--- src/rtl/prescription_pkg.sv ---
// prescription_pkg: shared types and constants for the prescription
// reminder blocks (scheduler and display path).
package prescription_pkg;

    localparam int unsigned SECS_PER_DAY = 86400;
    localparam int unsigned MAX_INTERVAL = SECS_PER_DAY - 1;

    // Width that holds any value up to MAX_INTERVAL.
    localparam int unsigned SEC_W      = 17;
    // Storage width of the per-channel miss field; the scheduler saturates
    // it at its own MISS_W (which must not exceed this).
    localparam int unsigned MISS_MAX_W = 16;

    typedef enum logic [1:0] {
        IDLE   = 2'd0,
        RUN    = 2'd1,
        PAUSED = 2'd2
    } state_t;

    typedef logic [SEC_W-1:0] sec_t;

    typedef struct packed {
        logic                  en;
        sec_t                  interval;
        sec_t                  remaining;
        logic                  alarm;
        logic [MISS_MAX_W-1:0] miss;
    } channel_t;

    // {H1,H0,M1,M0,S1,S0}, one BCD digit per nibble.
    typedef logic [23:0] bcd_hms_t;

    // Limit a seconds value to one day minus one second.
    function automatic sec_t clamp_sec(input logic [31:0] s);
        return (s > MAX_INTERVAL) ? sec_t'(MAX_INTERVAL) : s[SEC_W-1:0];
    endfunction

endpackage

--- src/rtl/multi_dose_scheduler_sec_to_bcd_hms.sv ---
// sec_to_bcd_hms: combinational seconds -> BCD HH:MM:SS converter.
// Also used by the display layer.
module sec_to_bcd_hms
    import prescription_pkg::*;
(
    input  sec_t     seconds,
    output bcd_hms_t bcd
);

    logic [31:0] total;
    logic [31:0] hh;
    logic [31:0] mm;
    logic [31:0] ss;

    // Split into hours/minutes/seconds, then each into tens and units.
    always_comb begin
        total = 32'(seconds);
        hh    = total / 32'd3600;
        mm    = (total % 32'd3600) / 32'd60;
        ss    = total % 32'd60;
        bcd   = {4'(hh / 32'd10), 4'(hh % 32'd10),
                 4'(mm / 32'd10), 4'(mm % 32'd10),
                 4'(ss / 32'd10), 4'(ss % 32'd10)};
    end

endmodule

--- src/rtl/multi_dose_scheduler.sv ---
// multi_dose_scheduler: N-channel dose-interval countdown with alarms,
// missed-dose counters and a BCD view of the selected channel.
// Optional feature macro: SNOOZE_EN (snooze reloads the alarmed channel
// with SNOOZE_SEC seconds); without it the snooze input is ignored.
module multi_dose_scheduler
    import prescription_pkg::*;
#(
    parameter  int unsigned NUM_CH     = 4,
    parameter  int unsigned TICK_DIV   = 50000000,
    parameter  int unsigned INTERVAL_W = 17,
    parameter  int unsigned MISS_W     = 4,
    parameter  int unsigned SNOOZE_SEC = 300,
    localparam int unsigned CH_W       = (NUM_CH > 1) ? $clog2(NUM_CH) : 1
) (
    input  logic                  clk,
    input  logic                  reset,
    input  logic                  load,
    input  logic [CH_W-1:0]       load_ch,
    input  logic [INTERVAL_W-1:0] load_interval,
    input  logic                  start,
    input  logic                  pause,
    input  logic                  ack,
    input  logic                  snooze,
    input  logic [CH_W-1:0]       sel_ch,
    output logic                  running,
    output logic [NUM_CH-1:0]     alarm,
    output logic                  alarm_valid,
    output logic [CH_W-1:0]       alarm_id,
    output logic [23:0]           disp_hms,
    output logic [MISS_W-1:0]     miss_count
);

    localparam int unsigned DIV_W = (TICK_DIV > 1) ? $clog2(TICK_DIV) : 1;
    localparam logic [DIV_W-1:0] DIV_LAST = DIV_W'(TICK_DIV - 1);
    localparam logic [MISS_MAX_W-1:0] MISS_SAT = MISS_MAX_W'((1 << MISS_W) - 1);

    state_t            state_q, state_d;
    logic [DIV_W-1:0]  div_q, div_d;
    logic              running_q;
    channel_t          ch_q [NUM_CH];
    channel_t          ch_d [NUM_CH];

    logic              tick;
    logic [NUM_CH-1:0] alarm_vec;
    logic [CH_W-1:0]   alarm_id_c;
    logic              alarm_found;
    channel_t          sel_c;
    sec_t              sel_remaining;
    bcd_hms_t          sel_bcd;
    sec_t              load_value;

`ifdef SNOOZE_EN
    localparam sec_t SNOOZE_RELOAD = clamp_sec(32'(SNOOZE_SEC));
`else
    logic [32:0] snooze_unused;
    assign snooze_unused = {snooze, 32'(SNOOZE_SEC)};
`endif

    assign tick       = (state_q == RUN) && (div_q == DIV_LAST);
    assign load_value = clamp_sec(32'(load_interval));

    // Global run state and 1 Hz divider next-state.
    always_comb begin
        state_d = state_q;
        div_d   = div_q;
        if (state_q == RUN) begin
            div_d = tick ? '0 : div_q + 1'b1;
        end
        case (state_q)
            IDLE: begin
                if (start && !pause) begin
                    state_d = RUN;
                    div_d   = '0;
                end
            end
            RUN: begin
                if (pause) begin
                    state_d = PAUSED;
                end
            end
            PAUSED: begin
                if (start && !pause) begin
                    state_d = RUN;
                end
            end
            default: state_d = IDLE;
        endcase
    end

    // Pending alarm vector and lowest-index pending channel.
    always_comb begin
        alarm_vec   = '0;
        alarm_id_c  = '0;
        alarm_found = 1'b0;
        for (int unsigned i = 0; i < NUM_CH; i++) begin
            alarm_vec[i] = ch_q[i].alarm;
            if (ch_q[i].alarm && !alarm_found) begin
                alarm_id_c  = CH_W'(i);
                alarm_found = 1'b1;
            end
        end
    end

    assign alarm       = alarm_vec;
    assign alarm_valid = alarm_found;
    assign alarm_id    = alarm_id_c;

    // Per-channel update; later assignments win, so the code runs from
    // lowest to highest priority: ack, snooze, expiry, load.
    always_comb begin
        for (int unsigned i = 0; i < NUM_CH; i++) begin
            logic ack_hit;
            logic expire;
            ch_d[i] = ch_q[i];
            ack_hit = ack && alarm_found && (alarm_id_c == CH_W'(i));
            expire  = tick && ch_q[i].en && (ch_q[i].remaining == sec_t'(1));

            if (tick && ch_q[i].en && (ch_q[i].remaining > sec_t'(1))) begin
                ch_d[i].remaining = ch_q[i].remaining - sec_t'(1);
            end

            if (ack_hit) begin
                ch_d[i].alarm = 1'b0;
            end

`ifdef SNOOZE_EN
            if (snooze && alarm_found && (alarm_id_c == CH_W'(i))) begin
                ch_d[i].alarm     = 1'b0;
                ch_d[i].remaining = SNOOZE_RELOAD;
            end
`endif

            // A same-cycle ack consumes the old alarm, so it is not a miss.
            if (expire) begin
                ch_d[i].remaining = ch_q[i].interval;
                ch_d[i].alarm     = 1'b1;
                if (ch_q[i].alarm && !ack_hit && (ch_q[i].miss != MISS_SAT)) begin
                    ch_d[i].miss = ch_q[i].miss + 1'b1;
                end
            end

            if (load && (load_ch == CH_W'(i))) begin
                if (load_interval == '0) begin
                    ch_d[i] = '0;
                end else begin
                    ch_d[i].en        = 1'b1;
                    ch_d[i].interval  = load_value;
                    ch_d[i].remaining = load_value;
                    ch_d[i].alarm     = 1'b0;
                    ch_d[i].miss      = '0;
                end
            end
        end
    end

    // Selected channel view; out-of-range or disabled channels read as 0.
    always_comb begin
        sel_c = '0;
        for (int unsigned i = 0; i < NUM_CH; i++) begin
            if (CH_W'(i) == sel_ch) begin
                sel_c = ch_q[i];
            end
        end
        sel_remaining = sel_c.en ? sel_c.remaining : '0;
        miss_count    = sel_c.en ? sel_c.miss[MISS_W-1:0] : '0;
    end

    sec_to_bcd_hms u_sec_to_bcd (
        .seconds (sel_remaining),
        .bcd     (sel_bcd)
    );

    assign disp_hms = sel_bcd;
    assign running  = running_q;

    // State, divider and channel registers with synchronous reset.
    always_ff @(posedge clk) begin
        if (reset) begin
            state_q   <= IDLE;
            div_q     <= '0;
            running_q <= 1'b0;
            for (int unsigned i = 0; i < NUM_CH; i++) begin
                ch_q[i] <= '0;
            end
        end else begin
            state_q   <= state_d;
            div_q     <= div_d;
            running_q <= (state_d == RUN);
            for (int unsigned i = 0; i < NUM_CH; i++) begin
                ch_q[i] <= ch_d[i];
            end
        end
    end

endmodule

--- config.mk ---
export PLATFORM = sky130hd
export DESIGN_NAME = multi_dose_scheduler
export DESIGN_NICKNAME = d
export VERILOG_FILES = /design/src/rtl/prescription_pkg.sv /design/src/rtl/multi_dose_scheduler_sec_to_bcd_hms.sv /design/src/rtl/multi_dose_scheduler.sv
export SDC_FILE = /design/constraint.sdc
export NUM_CORES = 1
export LEC_CHECK = 0
export CORE_ASPECT_RATIO = 1.1
export CORE_MARGIN = 2
export CORE_UTILIZATION = 45
export CTS_CLUSTER_SIZE = 25
export DETAILED_ROUTE_END_ITERATION = 10
export DONT_BUFFER_PORTS = 1
export SETUP_SLACK_MARGIN = 0.2
export SYNTH_ARGS = -nofsm -noshare
export SYNTH_HDL_FRONTEND = slang
export SYNTH_SLANG_ARGS = --single-unit
--- constraint.sdc ---
create_clock -name clk -period 11.5 [get_ports clk]
set_input_delay 1.15 -clock clk [delete_from_list [all_inputs] [get_ports clk]]
set_output_delay 1.15 -clock clk [all_outputs]
set_load 0.05 [all_outputs]
==> flow_metrics.py <==
metrics = {
    "worst_setup_path": {
        "required_ps": 10350,
        "path_class": "in2out",
        "startpoint_type": "input pin",
        "crit_slowest_cell": "mux4_2",
        "end_kind": "output port",
        "arrival_ps": 9710,
        "path_max_fanout": 25,
        "cpPeakStageDelay_ps": 620,
    },
    "pwr": {
        "pwr-share-clk_pct": 40.8,
        "intPower_uw": 1525,
        "cellLeakagePower_uw": 0.006726,
        "p_switching_uw": 612.4,
        "ir_worst_vdd_uv": 118.2,
        "seqPwrFrac_pct": 40.7,
        "pwr-share-comb_pct": 18.5,
        "p_per_area_nw_per_um2": 112.1,
        "netSwitchingFraction_pct": 28.65,
    },
    "placement": {
        "numPortBuffers": 0,
        "hpwl_um": 36070,
        "dp_slack_ps": 444.8,
        "place_congestion": 0.8890,
        "placed_area_um2": 17910,
    },
    "sta": {
        "worst_pin_slew_ps": 1215,
        "slew_violations": 0,
        "fin_worst_skew_ps": 12.34,
        "fin_setup_tns_ps": 0,
        "layout_setup_ws_ps": 644.0,
        "finalHoldViolCount": 0,
        "finalCritPeriodShare_pct": 94.40,
        "fin_crit_ps": 10860,
        "slew_headroom_pct": 18.99,
        "finalSetupViolCount": 0,
        "rsz0062_at_grt": "no",
        "max_freq_ghz": 0.09211,
    },
    "global_routing": {
        "overflow": 0,
        "grt_max_degree": 113,
        "antenna_found_initial": 0,
        "grt_first_pass_wirelength_um": 79720,
        "grt_pass1_vias": 15691,
        "grt_use_total_pct": 23.69,
    },
    "route": {
        "wire_per_inst_um": 17.75,
        "drt-total-wl_um": 49360,
        "route.met3.wl_um": 2536,
        "postRouteAntennaNets": 0,
        "vias": 17116,
        "drcViolationCount": 0,
        "met2_length_um": 23680,
        "avgViaCountPerCell": 6.157,
        "dr.pass1.iters": 6,
        "dr.max_layer_used": "met4",
        "wl_met1_um": 22010,
        "drt-initial-drc-count": 1225,
    },
    "floorplan": {
        "die_width_um": 192.4,
        "rows": 75,
        "die_area_um2": 40650,
        "ios": 64,
        "core_area_um2": 38290,
        "start_util_pct": 45.90,
        "die_h_um": 211.3,
    },
    "synth": {
        "synth_cell_types": 147,
        "synth_top_area_cell": "dfxtp_1",
        "netlist_instances": 2294,
        "synth-seq-cells": 237,
        "ys_seq_area_share_pct": 27.00,
        "yosysWarningCount": 0,
        "syn_area_um2": 17570,
        "synth_top_area_share_pct": 27.00,
        "synthTopCellsByArea": "dfxtp_1 (27%), nor2_1 (6.9%), a21oi_1 (6.0%)",
        "synth_ff_type": "dfxtp_1",
        "synth_edf_count": 0,
        "syn-mean-instance-area_um2": 7.660,
        "async_flop_share_pct": 0,
    },
    "layout": {
        "syn2layout_area_growth_pct": 8.480,
        "drive_above_1_share_pct": 12.32,
        "ff_latch_area_um2": 4745,
        "finalInstanceArea_um2": 19060,
        "multi_input_area_um2": 12180,
        "nets": 2311,
        "diodes": 0,
        "fill_cells": 3707,
    },
    "clock_network": {
        "cts_sinks": 237,
        "cts.clk_slew.worst_paths_ps": 60,
        "clockBufferDepth": 3,
        "cts_tree": "yes",
        "clockRootBuffer": "clkbuf_16",
        "numCtsBuffers": 25,
        "cts_max_level": 1,
        "insertion_delay_ps": 540,
    },
    "run_status": {
        "outcome": "finished, final reports clean",
    },
    "job": {
        "maxCapViolations": 0,
    },
    "worst_hold_path": {
        "hold_class": "reg2reg",
    },
}
-- cells in the final DEF, fill, tap and decap left out, types with 33 or more instances in the layout --
cell type	count
dfxtp_1	237
nand2_1	238
a211oi_1	39
o211ai_1	46
nor3_1	64
inv_1	33
or3_1	36
a21oi_1	206
xnor2_1	60
buf_4	63
nand3_1	67
nand4_1	39
o21ai_0	121
nor2_1	321
nor4_1	44
xor2_1	69
-- critical path, delay by kind of cell --
family	cells	cell delay, ps
xor+xnor	2	300
mux	3	1310
buf+inv	4	620
fa+ha+maj	3	960
simple gates	7	1390
compound gates	16	3960
-- kinds of logic (layout without fill, tap and decap cells) --
group	count (synthesis)	after routing	synth area share, %
multiplexers	57	57	5.034
other	1	3	0.02134
AO/OA/AOI/OAI	681	681	26.79
XOR/XNOR	134	134	6.849
AND/OR/NAND/NOR	997	997	27.68
flip-flops	237	237	27.00
adder cells (fa/ha/maj)	25	25	1.723
buffers and inverters	162	146	4.899
-- sequential cells by signal, indices dropped and copies added (netlist names) --
register / cells
ch_q: 208
div_q: 26
running: 1
state_q: 2
-- cell type report --
| type | instances | area share [%] |
|---|---|---|
| clock inverters | 8 | 0.7482 |
| flip-flops and latches | 237 | 24.89 |
| repair buffers | 64 | 2.586 |
| multi-input cells | 1897 | 63.88 |
| inverters | 37 | 0.7285 |
| well taps | 500 | 3.282 |
| clock buffers | 37 | 3.886 |
-- cells in the mapped netlist, types with 18 or more instances --
master    instances
nand2_1         238
and2_1           26
nor4_1           44
a21oi_1         209
or2_2            19
dfxtp_1         237
nor2_1          322
nand2b_1         18
nand4_1          39
nand3_1          68
or3_1            36
ha_1             21
xnor2_1          61
a211oi_1         39
o22ai_1          27
inv_1            33
and3_1           27
xor2_1           69
o211ai_1         46
nor3_1           66
clkbuf_1         78
mux2i_1          22
o21ai_0         124
-- path summary, 6_finish.rpt --
check,end,startpoint,depth (start not counted),slack (ps)
hold / removal,ch_q[2][50],ch_q[2][50],2,450
hold reg to reg,ch_q[2][50],ch_q[2][50],2,450
setup reg to reg,ch_q[2][33],state_q[0],10,7000
setup / recovery,disp_hms[2],sel_ch[1],35,640
-- layer usage --
layer | GRT usage, % | vias up
li1 | - | 8412
met1 | 30.92 | 8164
met2 | 40.64 | 460
met3 | 2.891 | 80
met4 | 7.291 | 0
met5 | 0 | -
-- metrics by stage --
step / util (%) / power, uW / hold slack [ps] / std cells
6_report: 49.79 / 2137 / 446.5 / 2780
5_1_grt: 49.79 / 2226 / 458.6 / 2780
4_1_cts: 49.08 / 2140 / 447.8 / 2769
3_5_place_dp: 46.77 / 1270 / 439.0 / 2724
3_3_place_gp: 46.77 / 1263 / 432.8 / 2724
2_1_floorplan: - / 1193 / 419.9 / 2296
-- power groups by stage --
stage                     registers [uW]  logic [uW]  clock network (uW)
after global placement               885         378                   0
after CTS                            868         386                 886
after detailed placement             886         384                   0
after global routing                 871         437                 918
final                                869         396                 872
after floorplan                      876         317                   0
-- timing repair --
| action | 4_1_cts | 5_1_grt |
|---|---|---|
| endpoints found under the setup margin | 0 | 8 |
| hold buffers | 0 | 0 |
| buffers inserted | 0 | 11 |
| gates resized for setup | 0 | 36 |
Power figures use the tool's default switching activity.
